## src/rtl/aes_stream_pkg.sv

```systemverilog
// Shared keystream table for the AES inverse-S-box stream cipher link.
// Both ends of the link look up the same table through keystream().
package aes_stream_pkg;

    localparam logic [7:0] INV_SBOX [0:255] = '{
        8'h52, 8'h09, 8'h6a, 8'hd5, 8'h30, 8'h36, 8'ha5, 8'h38, 8'hbf, 8'h40, 8'ha3, 8'h9e, 8'h81, 8'hf3, 8'hd7, 8'hfb,
        8'h7c, 8'he3, 8'h39, 8'h82, 8'h9b, 8'h2f, 8'hff, 8'h87, 8'h34, 8'h8e, 8'h43, 8'h44, 8'hc4, 8'hde, 8'he9, 8'hcb,
        8'h54, 8'h7b, 8'h94, 8'h32, 8'ha6, 8'hc2, 8'h23, 8'h3d, 8'hee, 8'h4c, 8'h95, 8'h0b, 8'h42, 8'hfa, 8'hc3, 8'h4e,
        8'h08, 8'h2e, 8'ha1, 8'h66, 8'h28, 8'hd9, 8'h24, 8'hb2, 8'h76, 8'h5b, 8'ha2, 8'h49, 8'h6d, 8'h8b, 8'hd1, 8'h25,
        8'h72, 8'hf8, 8'hf6, 8'h64, 8'h86, 8'h68, 8'h98, 8'h16, 8'hd4, 8'ha4, 8'h5c, 8'hcc, 8'h5d, 8'h65, 8'hb6, 8'h92,
        8'h6c, 8'h70, 8'h48, 8'h50, 8'hfd, 8'hed, 8'hb9, 8'hda, 8'h5e, 8'h15, 8'h46, 8'h57, 8'ha7, 8'h8d, 8'h9d, 8'h84,
        8'h90, 8'hd8, 8'hab, 8'h00, 8'h8c, 8'hbc, 8'hd3, 8'h0a, 8'hf7, 8'he4, 8'h58, 8'h05, 8'hb8, 8'hb3, 8'h45, 8'h06,
        8'hd0, 8'h2c, 8'h1e, 8'h8f, 8'hca, 8'h3f, 8'h0f, 8'h02, 8'hc1, 8'haf, 8'hbd, 8'h03, 8'h01, 8'h13, 8'h8a, 8'h6b,
        8'h3a, 8'h91, 8'h11, 8'h41, 8'h4f, 8'h67, 8'hdc, 8'hea, 8'h97, 8'hf2, 8'hcf, 8'hce, 8'hf0, 8'hb4, 8'he6, 8'h73,
        8'h96, 8'hac, 8'h74, 8'h22, 8'he7, 8'had, 8'h35, 8'h85, 8'he2, 8'hf9, 8'h37, 8'he8, 8'h1c, 8'h75, 8'hdf, 8'h6e,
        8'h47, 8'hf1, 8'h1a, 8'h71, 8'h1d, 8'h29, 8'hc5, 8'h89, 8'h6f, 8'hb7, 8'h62, 8'h0e, 8'haa, 8'h18, 8'hbe, 8'h1b,
        8'hfc, 8'h56, 8'h3e, 8'h4b, 8'hc6, 8'hd2, 8'h79, 8'h20, 8'h9a, 8'hdb, 8'hc0, 8'hfe, 8'h78, 8'hcd, 8'h5a, 8'hf4,
        8'h1f, 8'hdd, 8'ha8, 8'h33, 8'h88, 8'h07, 8'hc7, 8'h31, 8'hb1, 8'h12, 8'h10, 8'h59, 8'h27, 8'h80, 8'hec, 8'h5f,
        8'h60, 8'h51, 8'h7f, 8'ha9, 8'h19, 8'hb5, 8'h4a, 8'h0d, 8'h2d, 8'he5, 8'h7a, 8'h9f, 8'h93, 8'hc9, 8'h9c, 8'hef,
        8'ha0, 8'he0, 8'h3b, 8'h4d, 8'hae, 8'h2a, 8'hf5, 8'hb0, 8'hc8, 8'heb, 8'hbb, 8'h3c, 8'h83, 8'h53, 8'h99, 8'h61,
        8'h17, 8'h2b, 8'h04, 8'h7e, 8'hba, 8'h77, 8'hd6, 8'h26, 8'he1, 8'h69, 8'h14, 8'h63, 8'h55, 8'h21, 8'h0c, 8'h7d
    };

    function automatic logic [7:0] keystream(input logic [7:0] idx);
        return INV_SBOX[idx];
    endfunction

endpackage

```

## src/rtl/aes_stream_decipher_rx_fifo.sv

```systemverilog
// First-word-fall-through synchronous FIFO for plaintext bytes.
// A push into a full FIFO is accepted when a pop happens in the same cycle.
module byte_fifo_sync #(
    parameter int WIDTH = 8,
    parameter int DEPTH = 8
) (
    input  logic                     clk,
    input  logic                     reset_n,
    input  logic                     push,
    input  logic                     pop,
    input  logic [WIDTH-1:0]         din,
    output logic [WIDTH-1:0]         dout,
    output logic                     empty,
    output logic                     full,
    output logic [$clog2(DEPTH):0]   count
);

    localparam int AW = $clog2(DEPTH);

    logic [WIDTH-1:0] mem [DEPTH];
    logic [AW-1:0]    wr_ptr;
    logic [AW-1:0]    rd_ptr;
    logic             pop_ok;
    logic             push_ok;

    assign empty   = (count == '0);
    assign full    = (count == ($clog2(DEPTH)+1)'(DEPTH));
    assign pop_ok  = pop & ~empty;
    assign push_ok = push & (~full | pop_ok);
    assign dout    = mem[rd_ptr];

    // Storage write; contents need no reset since count gates visibility.
    always_ff @(posedge clk) begin
        if (push_ok) begin
            mem[wr_ptr] <= din;
        end
    end

    // Pointers and occupancy; DEPTH is a power of two so pointers wrap naturally.
    always_ff @(posedge clk or negedge reset_n) begin
        if (!reset_n) begin
            wr_ptr <= '0;
            rd_ptr <= '0;
            count  <= '0;
        end else begin
            if (push_ok) begin
                wr_ptr <= wr_ptr + 1'b1;
            end
            if (pop_ok) begin
                rd_ptr <= rd_ptr + 1'b1;
            end
            if (push_ok && !pop_ok) begin
                count <= count + 1'b1;
            end else if (pop_ok && !push_ok) begin
                count <= count - 1'b1;
            end
        end
    end

endmodule

```

## src/rtl/aes_stream_decipher_rx.sv

```systemverilog
// Receive-side keystream regeneration, decrypt XOR and plaintext buffering.
// The link has no backpressure, so bytes arriving into a full FIFO are dropped.
module aes_stream_decipher_rx
    import aes_stream_pkg::*;
#(
    parameter int FIFO_DEPTH = 8,
    parameter int CNT_W      = 16
) (
    input  logic             clk,
    input  logic             reset_n,
    input  logic             new_message,
    input  logic [7:0]       key,
    input  logic [7:0]       data_in,
    input  logic             valid_in,
    output logic [7:0]       data_out,
    output logic             valid_out,
    input  logic             ready_in,
    output logic             overflow,
    output logic [CNT_W-1:0] msg_count
);

    localparam logic [CNT_W-1:0] CNT_MAX = '1;
    localparam int               CW      = $clog2(FIFO_DEPTH) + 1;

    logic [7:0]    ks_ctr;
    logic [7:0]    plain;
    logic [7:0]    fifo_dout;
    logic          fifo_empty;
    logic          fifo_full;
    logic [CW-1:0] fifo_count;
    logic          pop;
    logic          push;
    logic          drop;

    assign plain     = data_in ^ keystream(ks_ctr);
    assign valid_out = ~fifo_empty;
    assign pop       = valid_out & ready_in;
    assign push      = valid_in & ((fifo_count < CW'(FIFO_DEPTH)) | pop);
    assign drop      = valid_in & fifo_full & ~pop;
    assign data_out  = valid_out ? fifo_dout : 8'h00;

    byte_fifo_sync #(
        .WIDTH (8),
        .DEPTH (FIFO_DEPTH)
    ) u_fifo (
        .clk     (clk),
        .reset_n (reset_n),
        .push    (push),
        .pop     (pop),
        .din     (plain),
        .dout    (fifo_dout),
        .empty   (fifo_empty),
        .full    (fifo_full),
        .count   (fifo_count)
    );

    // Keystream index free-runs every cycle to stay locked to the transmitter.
    always_ff @(posedge clk or negedge reset_n) begin
        if (!reset_n) begin
            ks_ctr <= 8'h00;
        end else if (new_message) begin
            ks_ctr <= key;
        end else begin
            ks_ctr <= ks_ctr + 8'h01;
        end
    end

    // Sticky drop flag; a new message starts clean, but a drop in that same
    // cycle belongs to the new message and still raises it.
    always_ff @(posedge clk or negedge reset_n) begin
        if (!reset_n) begin
            overflow <= 1'b0;
        end else if (new_message) begin
            overflow <= drop;
        end else if (drop) begin
            overflow <= 1'b1;
        end
    end

    // Saturating count of bytes accepted since the last message start.
    always_ff @(posedge clk or negedge reset_n) begin
        if (!reset_n) begin
            msg_count <= '0;
        end else if (new_message) begin
            msg_count <= push ? CNT_W'(1) : '0;
        end else if (push && msg_count != CNT_MAX) begin
            msg_count <= msg_count + 1'b1;
        end
    end

endmodule

```

## config.mk

```make
export PLATFORM = sky130hd
export DESIGN_NAME = aes_stream_decipher_rx
export DESIGN_NICKNAME = d
export VERILOG_FILES = /design/src/rtl/aes_stream_pkg.sv /design/src/rtl/aes_stream_decipher_rx_fifo.sv /design/src/rtl/aes_stream_decipher_rx.sv
export SDC_FILE = /design/constraint.sdc
export NUM_CORES = 1
export LEC_CHECK = 0
export CORE_ASPECT_RATIO = 0.8
export CORE_MARGIN = 2
export CORE_UTILIZATION = 50
export DETAILED_ROUTE_END_ITERATION = 10
export PLACE_DENSITY = 0.72
export SLEW_MARGIN = 20
export SYNTH_ARGS = -nofsm -noshare
export SYNTH_HDL_FRONTEND = slang
export SYNTH_SLANG_ARGS = --single-unit
```

## constraint.sdc

```tcl
create_clock -name clk -period 6.1 [get_ports clk]
set_clock_uncertainty 0.2 [all_clocks]
set_input_delay 0.61 -clock clk [delete_from_list [all_inputs] [get_ports clk]]
set_output_delay 0.61 -clock clk [all_outputs]
set_load 0.03 [all_outputs]
```

==> impl_metrics.tcl <==
set metrics [dict create \
    dpl_cell_area_sq_um 8110 \
    antenna_found_initial 0 \
    rsz0062_at_grt "false" \
    final_max_slew_viol_count 0 \
    grt_pass1_wl_mm 42.8 \
    drv_cap 0 \
    hold_viol 0 \
    final_nets 860 \
    critical_path_class "reg2reg" \
    tightest_slew_ns 1.19 \
    synth.cell_area_sq_um 7620 \
    post_cts_buffers 0 \
    ys_ff_latch 99 \
    fin_crit_sh_pct 73.2 \
    met3_length_mm 4.26 \
    synth_most_common_cell "edfxtp_1" \
    rows 40 \
    syn2layout_area_growth_pct 10.4 \
    yosysTopAreaCell "edfxtp_1" \
    max-clock-path-buffers 2 \
    routed.top_layer "met4" \
    chipHeight_microns 114 \
    drt_iter0_drc 1339 \
    wirelength_mm 28.8 \
    yosysWarnings 0 \
    fin_area_sq_um 8410 \
    syn_inst 807 \
    firstDrtPassIters 6 \
    port_buffers 46 \
    required_ns 5.95 \
    power_density_nw_per_um2 372 \
    yosys_most_used_dff "edfxtp_1" \
    wl_met2_mm 11.3 \
    arrival_ns 4.32 \
    synth_top_area_share_pct 25.2 \
    worst_slack_ns 1.63 \
    ys_seq_area_share_pct 36.7 \
    yosys-top-cells-area "edfxtp_1 (25%), dfrtp_1 (11%), mux4_2 (5.9%)" \
    ant_nets 0 \
    grt_max_degree 70 \
    startpoint_type "flop" \
    layout-drive-gt1-share_pct 10.1 \
    start_util_pct 50.9 \
    die_x_microns 142 \
    die_area_sq_um 16200 \
    coreArea_sq_um 15000 \
    tns_ns 0 \
    max_freq_mhz 224 \
    avgSynthCellArea_sq_um 9.44 \
    r2r_start "ks_ctr[1]" \
    endpoint_kind "flop" \
    clk_pin_slew_worst_paths_ns 0.07 \
    io_pins 47 \
    preCtsSetupSlack_ns 1.88 \
    slew_headroom_pct 20.5 \
    ir_worst_vdd_v 0.000188 \
    r2r-end "u_fifo.mem[0][6]" \
    min_period_ns 4.47 \
    cp_max_fo 22 \
    drc_errors 0 \
    worstSkewPairLatency_ns 0.34 \
    ys_top_cells_by_count "edfxtp_1 (64), nor2_1 (61), nand2_1 (59), o21ai_0 (44), nor3_1 (37)" \
    setup_viol 0 \
    clkSinkCount 99 \
    cts_hold_buffers 0 \
    r2r_cells 8 \
    hold_class "in2async" \
    hpwl_mm 19.7 \
    dr_total_vias 7326 \
    leakage_uw 0.00299 \
    grt_remaining_overflow 0 \
    rrSetupSlack_ns 1.63 \
    ctsHtreeMaxLevel 3 \
    gp_congestion 1.13 \
    crit_end "u_fifo.mem[0][6]" \
    async_reset_ff_share_pct 35.4 \
    synth_cell_types 77 \
    holdWs_ns 0.149 \
    grt_use_total_pct 35.4 \
    cts_tree "yes" \
    cts_root_buf "clkbuf_16" \
    synth_edf_count 64 \
    cts_buffers 9 \
    ctsResizeCount 0 \
    status "finished, final reports clean" \
    wl_met1_mm 11.7 \
    startpoint "ks_ctr[1]" \
    nFillCells 1302 \
    syn_nets 858 \
    diodes 0 \
    post_drt_wl_per_cell_microns 28.7 \
    grt_pass1_vias 6958 \
    vias_per_cell 7.30 \
]
-- placed cells by master (no fill, tap or decap), types with 6 or more instances in the layout --
master	instances
a211oi_1	11
a21o_1	6
a21oi_1	35
a221o_1	6
a221oi_1	9
a311oi_1	9
a31oi_1	11
a32oi_1	7
and2_1	8
and3_1	6
buf_4	18
clkbuf_16	9
clkdlybuf4s50_1	44
dfrtp_1	32
edfxtp_1	64
ha_1	29
inv_1	16
mux2_2	6
mux2i_1	13
mux4_2	20
nand2_1	59
nand2b_1	26
nand3_1	25
nand4_1	10
nor2_1	61
nor2b_1	22
nor3_1	36
nor3b_1	6
nor4_1	6
o211ai_1	11
o21ai_0	44
o311a_1	6
o311ai_0	7
o31ai_1	10
or2_2	6
xnor2_1	22
xor2_1	12
-- worst max-delay path: stages, from the launching register on --
cell      delay [ns]
dfrtp_1         0.84
inv_1           0.36
ha_1            0.45
nand2b_1        0.52
a311oi_1        0.31
or3_1           0.39
a21oi_1         0.31
o32ai_1         0.23
xnor2_1         0.56
-- worst min-delay path by stage --
| stage | from | to | slack (ns) | cells after the start |
|---|---|---|---|---|
| detailed placement | u_fifo.count[3] | u_fifo.count[3] | 0.32 | 1 |
| global route | reset_n | ks_ctr[0] | 0.22 | 1 |
| finish | reset_n | ks_ctr[0] | 0.15 | 1 |
| floorplan | reset_n | ks_ctr[0] | 0.11 | 0 |
| global placement | u_fifo.count[3] | u_fifo.count[3] | 0.31 | 1 |
| CTS | reset_n | msg_count[9] | 0.17 | 1 |
-- routing by layer --
layer,vias to the layer above,GRT usage (%)
li1,3068,-
met1,3501,48.8
met2,628,48.4
met3,129,14.1
met4,0,16.7
met5,-,0
-- registers in the layout (all words and copies together), names as in the netlist --
name and cells:
u_fifo.mem 64, msg_count 16, ks_ctr 8, u_fifo.count 4, u_fifo.rd_ptr 3, u_fifo.wr_ptr 3
overflow 1
-- cells by family (layout without fill, tap and decap cells) --
kind of cell | after synthesis | after routing | share of synthesized area (%)
mux | 39 | 39 | 8.51
simple gates | 293 | 293 | 19.6
buf+inv | 93 | 100 | 5.80
flops | 99 | 99 | 36.7
fa+ha+maj | 30 | 30 | 5.03
xor+xnor | 34 | 34 | 3.91
compound gates | 219 | 219 | 20.4
-- power by group --
part | internal (uW) | total [uW] | switching, uW | leakage, uW
registers | 868 | 1070 | 198 | 0.00103
logic | 596 | 1500 | 902 | 0.00181
clock network | 293 | 567 | 274 | 0.000150
-- through the flow --
stage               instances  util [%]  power, uW
global route             1003      56.2       3260
floorplan                 807         -       2020
detailed placement        987      54.2       2520
finish                   1003      56.2       3130
global placement          987      54.2       2500
CTS                      1003      56.3       3090
-- layout make-up --
class | count | area, sq um | area share (%)
Sequential cell | 99 | 2800 | 33.3
Multi-Input combinational cell | 615 | 4390 | 52.2
Clock buffer | 9 | 225 | 2.68
Tap cell | 189 | 236 | 2.81
Inverter | 19 | 71.3 | 0.848
Clock inverter | 7 | 81.3 | 0.967
Timing Repair Buffer | 65 | 606 | 7.20
Note: power is estimated with default switching activity, not from simulation.
